<file path="src/rtl/uart_tx_arbiter.sv">
// Packet-atomic round-robin arbiter sharing one UART TX FIFO push port
// between NUM_CLIENTS byte-stream clients. An owner keeps the port until
// it sends its last byte, reaches MAX_BURST bytes, or idles TIMEOUT cycles.
module uart_tx_arbiter #(
  parameter int unsigned NUM_CLIENTS = 4,
  parameter int unsigned DATA_BITS   = 8,
  parameter int unsigned MAX_BURST   = 16,
  parameter int unsigned TIMEOUT     = 64
) (
  input  logic                             clk,
  input  logic                             n_rst,
  input  logic [NUM_CLIENTS-1:0]           i_valid,
  input  logic [NUM_CLIENTS*DATA_BITS-1:0] i_data,
  input  logic [NUM_CLIENTS-1:0]           i_last,
  output logic [NUM_CLIENTS-1:0]           o_ready,
  output logic                             o_fifo_wr_en,
  output logic [DATA_BITS-1:0]             o_fifo_data,
  input  logic                             i_fifo_full,
  output logic [NUM_CLIENTS-1:0]           o_grant,
  output logic                             o_busy
);

  localparam int unsigned PW = (NUM_CLIENTS > 1) ? $clog2(NUM_CLIENTS) : 1;
  localparam int unsigned SW = PW + 1;
  localparam int unsigned BW = (MAX_BURST > 0) ? $clog2(MAX_BURST + 1) : 1;
  localparam int unsigned TW = (TIMEOUT > 0) ? $clog2(TIMEOUT + 1) : 1;

  typedef enum logic {
    ST_IDLE   = 1'b0,
    ST_LOCKED = 1'b1
  } state_t;

  state_t                 r_state,     w_state_nxt;
  logic [NUM_CLIENTS-1:0] r_grant,     w_grant_nxt;
  logic [PW-1:0]          r_owner,     w_owner_nxt;
  logic [PW-1:0]          r_rr_ptr,    w_rr_nxt;
  logic [BW-1:0]          r_burst_cnt, w_burst_nxt;
  logic [TW-1:0]          r_idle_cnt,  w_idle_nxt;

  logic                   w_own_valid;
  logic                   w_own_last;
  logic [DATA_BITS-1:0]   w_own_data;
  logic [SW-1:0]          w_scan;
  logic                   w_pick_found;
  logic [PW-1:0]          w_pick_idx;
  logic [NUM_CLIENTS-1:0] w_pick_oh;
  logic [PW-1:0]          w_owner_inc;
  logic                   w_beat;
  logic                   w_release;

  assign o_grant = r_grant;
  assign o_busy  = (r_state == ST_LOCKED);

  // Select the current owner's valid/last/data lane using the one-hot grant.
  always_comb begin
    w_own_valid = 1'b0;
    w_own_last  = 1'b0;
    w_own_data  = '0;
    for (int unsigned c = 0; c < NUM_CLIENTS; c++) begin
      if (r_grant[c]) begin
        w_own_valid = i_valid[c];
        w_own_last  = i_last[c];
        w_own_data  = i_data[c*DATA_BITS +: DATA_BITS];
      end
    end
  end

  // Round-robin pick: first requester at or after the pointer, wrapping.
  always_comb begin
    w_scan       = '0;
    w_pick_found = 1'b0;
    w_pick_idx   = '0;
    for (int unsigned k = 0; k < NUM_CLIENTS; k++) begin
      w_scan = {1'b0, r_rr_ptr} + SW'(k);
      if (w_scan >= SW'(NUM_CLIENTS)) begin
        w_scan = w_scan - SW'(NUM_CLIENTS);
      end
      if (!w_pick_found && i_valid[w_scan[PW-1:0]]) begin
        w_pick_found = 1'b1;
        w_pick_idx   = w_scan[PW-1:0];
      end
    end
  end

  assign w_pick_oh   = {{(NUM_CLIENTS-1){1'b0}}, 1'b1} << w_pick_idx;
  assign w_owner_inc = (r_owner == PW'(NUM_CLIENTS - 1)) ? '0 : r_owner + PW'(1);

  // Next-state, counters and the combinational FIFO push path.
  always_comb begin
    w_state_nxt  = r_state;
    w_grant_nxt  = r_grant;
    w_owner_nxt  = r_owner;
    w_rr_nxt     = r_rr_ptr;
    w_burst_nxt  = r_burst_cnt;
    w_idle_nxt   = r_idle_cnt;
    w_beat       = 1'b0;
    w_release    = 1'b0;
    o_ready      = '0;
    o_fifo_wr_en = 1'b0;
    o_fifo_data  = '0;

    case (r_state)
      ST_IDLE: begin
        if (w_pick_found) begin
          w_state_nxt = ST_LOCKED;
          w_grant_nxt = w_pick_oh;
          w_owner_nxt = w_pick_idx;
          w_burst_nxt = '0;
          w_idle_nxt  = '0;
        end
      end

      ST_LOCKED: begin
        o_ready      = r_grant & {NUM_CLIENTS{~i_fifo_full}};
        w_beat       = w_own_valid & ~i_fifo_full;
        o_fifo_wr_en = w_beat;
        if (w_beat) begin
          o_fifo_data = w_own_data;
          w_burst_nxt = r_burst_cnt + BW'(1);
          w_idle_nxt  = '0;
          if (w_own_last) begin
            w_release = 1'b1;
          end
          if ((MAX_BURST != 0) && (w_burst_nxt == BW'(MAX_BURST))) begin
            w_release = 1'b1;
          end
        end else if (!w_own_valid) begin
          // Stalled-by-full with valid high holds the idle count.
          w_idle_nxt = r_idle_cnt + TW'(1);
          if ((TIMEOUT != 0) && (w_idle_nxt == TW'(TIMEOUT))) begin
            w_release = 1'b1;
          end
        end

        if (w_release) begin
          w_state_nxt = ST_IDLE;
          w_grant_nxt = '0;
          w_rr_nxt    = w_owner_inc;
          w_burst_nxt = '0;
          w_idle_nxt  = '0;
        end
      end

      default: begin
        w_state_nxt = ST_IDLE;
        w_grant_nxt = '0;
      end
    endcase
  end

  // State and bookkeeping registers.
  always_ff @(posedge clk or negedge n_rst) begin
    if (!n_rst) begin
      r_state     <= ST_IDLE;
      r_grant     <= '0;
      r_owner     <= '0;
      r_rr_ptr    <= '0;
      r_burst_cnt <= '0;
      r_idle_cnt  <= '0;
    end else begin
      r_state     <= w_state_nxt;
      r_grant     <= w_grant_nxt;
      r_owner     <= w_owner_nxt;
      r_rr_ptr    <= w_rr_nxt;
      r_burst_cnt <= w_burst_nxt;
      r_idle_cnt  <= w_idle_nxt;
    end
  end

endmodule

</file>
<file path="config.mk">
export PLATFORM = sky130hd
export DESIGN_NAME = uart_tx_arbiter
export DESIGN_NICKNAME = d
export VERILOG_FILES = /design/src/rtl/uart_tx_arbiter.sv
export SDC_FILE = /design/constraint.sdc
export NUM_CORES = 1
export LEC_CHECK = 0
export CORE_UTILIZATION = 44
export DETAILED_ROUTE_END_ITERATION = 7
export GPL_TIMING_DRIVEN = 0
export PLACE_DENSITY = 0.91
export SYNTH_ARGS = -nofsm -noshare
export SYNTH_HDL_FRONTEND = slang
export SYNTH_SLANG_ARGS = --single-unit
</file>
<file path="constraint.sdc">
create_clock -name clk -period 2.5 [get_ports clk]
set_input_delay 0.25 -clock clk [delete_from_list [all_inputs] [get_ports clk]]
set_output_delay 0.25 -clock clk [all_outputs]
set_load 0.02 [all_outputs]
</file>
==> results of run 1 <==
==> worst register-to-register path, delay by kind of cell (launching register included) <==
family	cells	cell delay (ns)
fa+ha+maj	1	0.28
simple gates	2	0.30
mux	1	0.35
compound gates	3	0.72
flops	1	0.45
==> repair_timing <==
item                                    4_1_cts  5_1_grt
endpoints found under the setup margin       11        8
pin swaps                                     1        0
buffers inserted                              1        0
gates resized for setup                      14        5
==> power groups by stage <==
stage / clock network, W / logic (W) / registers [W]
final: 0.000168 / 0.00141 / 0.000658
after global routing: 0.000189 / 0.00157 / 0.000685
after CTS: 0.000172 / 0.00140 / 0.000648
after detailed placement: 0 / 0.00138 / 0.000643
after global placement: 0 / 0.00135 / 0.000632
after floorplan: 0 / 0.000936 / 0.000635
==> metrics by stage <==
stage | util | instance area, um2
CTS | 0.670 | 2290
global placement | 0.659 | 2250
detailed placement | 0.659 | 2250
finish | 0.671 | 2290
global route | 0.671 | 2290
floorplan | - | 1590
==> kinds of logic (layout without fill, tap and decap cells) <==
kind of cell,Yosys count,count (layout),share of synthesized area
AOI/OAI and AO/OA,59,59,0.284
adders and majority gates,4,4,0.0314
buffers and inverters,13,77,0.0314
DFF,21,21,0.330
muxes,6,6,0.0416
and+or+nand+nor,82,82,0.282
==> synth_stat cells (all sizes together) (3+ instances only) <==
master   instances  area, um2
a211oi           4       35.0
a21oi           13       65.1
a221oi           9       85.1
a22o             5       43.8
and2             8       50.1
clkbuf           7       26.3
dfrtp           21        526
ha               4       50.1
inv              5       18.8
mux2             5       56.3
nand2           12       47.6
nand2b           4       27.5
nand3            4       25.0
nor2            17       68.8
nor2b           14       87.6
nor3            11       55.1
nor3b            3       22.5
o21ai           11       58.8
o2bb2ai          4       35.0
==> area by class of cell <==
class	instances	area [um2]	area share
Sequential cell	21	528	0.230
Clock buffer	3	22.5	0.00982
Timing Repair Buffer	61	598	0.261
Multi-Input combinational cell	151	1030	0.449
Buffer	7	33.8	0.0147
Inverter	5	18.8	0.00818
Clock inverter	1	5.00	0.00218
Tap cell	46	57.6	0.0251
==> path summary, 6_finish.rpt <==
kind,startpoint,end
min in group clk,r_owner[1],r_owner[1]
worst min register to register,r_owner[1],r_owner[1]
worst min-delay path,n_rst,r_idle_cnt[0]
worst max-delay path,o_grant[1],o_fifo_data[5]
worst max register to register,r_idle_cnt[0],r_rr_ptr[1]
max in group asynchronous,n_rst,o_grant[3]
==> per-layer routing <==
| metal | part of all wire | vias to the layer above | GRT usage | wire [um] |
|---|---|---|---|---|
| li1 | - | 822 | - | - |
| met1 | 0.46 | 790 | 0.328 | 2030 |
| met2 | 0.49 | 35 | 0.400 | 2170 |
| met3 | 0.030 | 10 | 0.0441 | 134 |
| met4 | 0.016 | 0 | 0.0698 | 72 |
| met5 | 0 | - | 0 | 0 |
==> placed cells by master, fill, tap and decap left out, drive strengths merged, types with 2 or more instances in the layout <==
cell | netlist | final
dlygate4sd2 | 0 | 8
a21oi | 13 | 13
clkbuf | 7 | 9
and2 | 8 | 8
nor2b | 14 | 14
nor3b | 3 | 3
nor4 | 2 | 2
a21o | 2 | 2
nor3 | 11 | 11
and3 | 2 | 2
o2bb2ai | 4 | 4
nand3b | 2 | 2
nand2 | 12 | 12
clkdlybuf4s50 | 0 | 51
a211oi | 4 | 4
mux2 | 5 | 5
o21ai | 11 | 11
a22o | 5 | 5
nor2 | 17 | 17
a211o | 2 | 2
inv | 5 | 5
ha | 4 | 4
dfrtp | 21 | 21
nand2b | 4 | 4
a221o | 2 | 2
nand3 | 4 | 4
a221oi | 9 | 9
buf | 1 | 2
==> flip-flops by register name, indices dropped and copies added, names as in the netlist <==
register     count
r_owner          2
r_burst_cnt      5
o_grant          4
o_busy           1
r_idle_cnt       7
r_rr_ptr         2
==> flow_summary.ini, run 1 <==
[drt]
vias_per_cell = 5.62
dr.first_iter.drc_count = 63
wl_um = 4400
dr_total_vias = 1657
drcViolationCount = 0
final_antenna_net_count = 0
wl_per_cell_um = 14.9
firstDrtPassIters = 4

[pwr]
powerDensity_mw_per_mm2 = 976
internal_power_w = 0.00119
swShare = 0.470
p_clk_frac = 0.075
total_power_w = 0.00224
leakage_nw = 0.964
seqPwrFrac = 0.294
combPwrFrac = 0.631
ir_drop_v = 0.000612
p_switching_w = 0.00105

[sta]
setup_slack_ns = 0.156
finClkSkew_ns = 0.00164
fmax_mhz = 427
fin_setup_tns_ns = 0
setup_viol = 0
layout_min_cycle_time_ns = 2.34
rsz0062_at_grt = false
finalHoldViolations = 0
fin_crit_sh = 0.937
tightest_slew_ns = 0.929
maxSlewViolCount = 0
hold_ws_ns = 0.446
slew-limit-headroom = 0.378

[place]
routabilityCongestion = 0.831
dpl_worst_slack_ns = -0.365
numPortBuffers = 60
post-place-cells = 291
hpwl_um = 3350

[clock_network]
clockBufferDepth = 2
ctsHoldBuffers = 0
cts.sinks = 21
cts.clk_slew.worst_paths_ns = 0.12
htreeDepth = 1
cts-root-buf = clkbuf_4
numCtsBuffers = 3
clk_latency_ns = 0.31
cts_tree = built

[floorplan]
start_util = 0.467
dieArea_mm2 = 0.00387
die_h_um = 62.2
die_w_um = 62.2
io_pins = 61
fp.coreArea_mm2 = 0.00342
core.rowCount = 21

[yosys]
synth_edf_count = 0
ys_seq_elements = 21
syn_inst = 185
syn_area_mm2 = 0.00159
ys_warn_count = 0
yosysSeqAreaShare = 0.330
avgSynthCellArea_um2 = 8.62
synthDistinctLibCells = 44
postSynth.asyncResetShare = 1.00
synth_nets = 232
synth_flop_cell = dfrtp_1

[worst_setup_path]
regToRegSetupSlack_ns = 0.30
critPathMaxStageDelay_ns = 0.48
crit_path_end_kind = output port
worstPathMaxFanout = 10
crit_family = buffers and inverters
critPathKind = reg -> out
cp.arrival_ns = 2.09
critPathSlowestCell = dfrtp_2
startpoint_type = register
reg2reg_depth = 7
path_buf_inv = 2
crit_chain = nand3b_1 > a221oi_4 > nand2_1 > clkbuf_2 > nor2_1 > clkdlybuf4s15_1
required_ns = 2.25
cp.depth = 6

[global_routing]
grt_pass1_vias = 1581
grt_use_total = 0.244
grt_overflow = 0
antenna_found_initial = 0
grt_max_degree = 22
grt_pass1_wl_um = 7630

[worst_hold_path]
holdCritPathClass = in -> async

[cells_and_area]
syn_to_final_growth_pct = 43.9
drive_gt1_frac = 0.120
nNetsFinal = 297
antenna_cells = 0
fin_cells = 295
fillers = 283

[run]
maxCapViolCount = 0

[status]
status = completed
Note: power is estimated with default switching activity, not from simulation.
==> run 2, diff against run 1 <==
CORE_MARGIN = 5   (was unset)
==> flow_summary.ini, run 2 (same netlist as run 1, synthesis figures left out) <==
[status]
status = completed

[cells_and_area]
antenna_cells = 0
final_core_util = 0.666
syn_to_final_growth_pct = 42.6
nNetsFinal = 296
layout_commonest_cell = clkdlybuf4s50_1
fillers = 281
largest_register_ffs = 7
final_cell_mix = 51 x clkdlybuf4s50_1, 20 x dfrtp_1, 15 x nor2_1
fin_cells = 294
top_register = r_idle_cnt
final_area_mm2 = 0.00227
drive_gt1_frac = 0.129

[place]
post-place-cells = 291
placed_area_mm2 = 0.00225
dpl_worst_slack_ns = -0.309
numPortBuffers = 60
routabilityCongestion = 0.819
hpwl_um = 3680

[worst_setup_path]
required_ns = 2.25
crit_start = o_grant[1]
crit_chain = nand3b_1 > a221oi_4 > nand2_1 > clkbuf_2 > nor2_1 > dlygate4sd2_1
crit_path_end_kind = output port
critPathMaxStageDelay_ns = 0.47
reg2reg_depth = 7
critPathKind = reg -> out
cp.arrival_ns = 2.07
reg2reg_from = o_grant[3]
regToRegSetupSlack_ns = 0.31
r2r-end = r_burst_cnt[4]
worstPathMaxFanout = 10
critPathSlowestCell = dfrtp_2
startpoint_type = register
endpoint = o_fifo_data[6]

[clock_network]
cts_tree = built
ctsHoldBuffers = 0
cts.clk_slew.worst_paths_ns = 0.12
htreeDepth = 1
numCtsBuffers = 3
cts-root-buf = clkbuf_4
clockBufferDepth = 2
clk_latency_ns = 0.31
cts.sinks = 21

[global_routing]
grt_use_total = 0.188
grt_max_degree = 22
grt_pass1_wl_um = 7540
antenna_found_initial = 0
grt_overflow = 0
grt_pass1_vias = 1646

[sta]
layout_min_cycle_time_ns = 2.32
finClkSkew_ns = 0.00722
setup_viol = 0
maxSlewViolCount = 0
finalHoldViolations = 0
fmax_mhz = 431
fin_setup_tns_ns = 0
rsz0062_at_grt = false
fin_crit_sh = 0.928
slew-limit-headroom = 0.415
setup_slack_ns = 0.181
tightest_slew_ns = 0.875

[floorplan]
dieArea_mm2 = 0.00493
die_h_um = 70.2
die_w_um = 70.2
io_pins = 61
core.rowCount = 21
start_util = 0.467
fp.coreArea_mm2 = 0.00342

[drt]
firstDrtPassIters = 4
wl_um = 4510
dr_total_vias = 1652
vias_per_cell = 5.62
dr.first_iter.drc_count = 109
wl_per_cell_um = 15.4
drcViolationCount = 0
final_antenna_net_count = 0

[pwr]
leakage_nw = 0.943
ir_drop_v = 0.000810
swShare = 0.470
seqPwrFrac = 0.292
p_clk_frac = 0.073
combPwrFrac = 0.634
internal_power_w = 0.00118
p_switching_w = 0.00104
powerDensity_mw_per_mm2 = 976

[run]
maxCapViolCount = 0

[worst_hold_path]
holdCritPathClass = in -> async
## run 2: changes by cell type in the layout (fill, tap and decap cells not counted), sizes merged
cell           previous run  this run
clkbuf                    9        12
clkdlybuf4s15             1         2
dlygate4sd2               8         3
## run 2: critical path, delay by kind of cell, from the launching register on
family	cells	cell delay [ns]
buffers and inverters	2	0.55
AO/OA/AOI/OAI	1	0.30
flip-flops	1	0.47
AND/OR/NAND/NOR	3	0.44
## run 2: repair_timing
action,in CTS,in global routing
pin swaps,1,0
setup buffers,1,0
resized for setup,14,11
endpoints found under the setup margin,11,8
## run 2: cell type report
cell class,instances,area [um2],area share
multi-input cells,151,1030,0.453
repair buffers,61,584,0.257
flip-flops and latches,21,527,0.232
well taps,46,57.6,0.0253
plain buffers,6,28.8,0.0127
clock buffers,3,22.5,0.00991
inverters,5,18.8,0.00826
clock inverters,1,5.00,0.00220
## run 2: worst min path at each step
| stage | end | slack (ns) | cells past startpoint |
|---|---|---|---|
| 6_report | r_idle_cnt[0] | 0.43 | 1 |
| 3_5_place_dp | r_owner[1] | 0.53 | 1 |
| 2_1_floorplan | o_busy | -0.05 | 0 |
| 4_1_cts | r_idle_cnt[2] | 0.47 | 1 |
| 5_1_grt | r_idle_cnt[0] | 0.50 | 1 |
| 3_3_place_gp | r_owner[1] | 0.50 | 1 |
## run 2: layer usage
metal  global-route usage  vias to the layer above  part of all wire
met2                0.339                       46              0.54
met1                0.222                      773              0.40
met4               0.0723                        0             0.023
met5                    0                        -                 0
li1                     -                      823                 -
met3               0.0273                       10             0.031
## run 2: stage by stage
| stage | hold WS, ns | power, W |
|---|---|---|
| floorplan | -0.0456 | 0.00157 |
| global placement | 0.503 | 0.00199 |
| detailed placement | 0.526 | 0.00204 |
| CTS | 0.468 | 0.00221 |
| global route | 0.504 | 0.00241 |
| finish | 0.425 | 0.00222 |
## run 2: power by group through the flow
| stage | logic, W | clock network (W) | registers [W] |
|---|---|---|---|
| floorplan | 0.000936 | 0 | 0.000635 |
| global placement | 0.00136 | 0 | 0.000633 |
| CTS | 0.00140 | 0.000162 | 0.000645 |
| detailed placement | 0.00140 | 0 | 0.000639 |
| global route | 0.00155 | 0.000178 | 0.000680 |
| finish | 0.00141 | 0.000163 | 0.000649 |
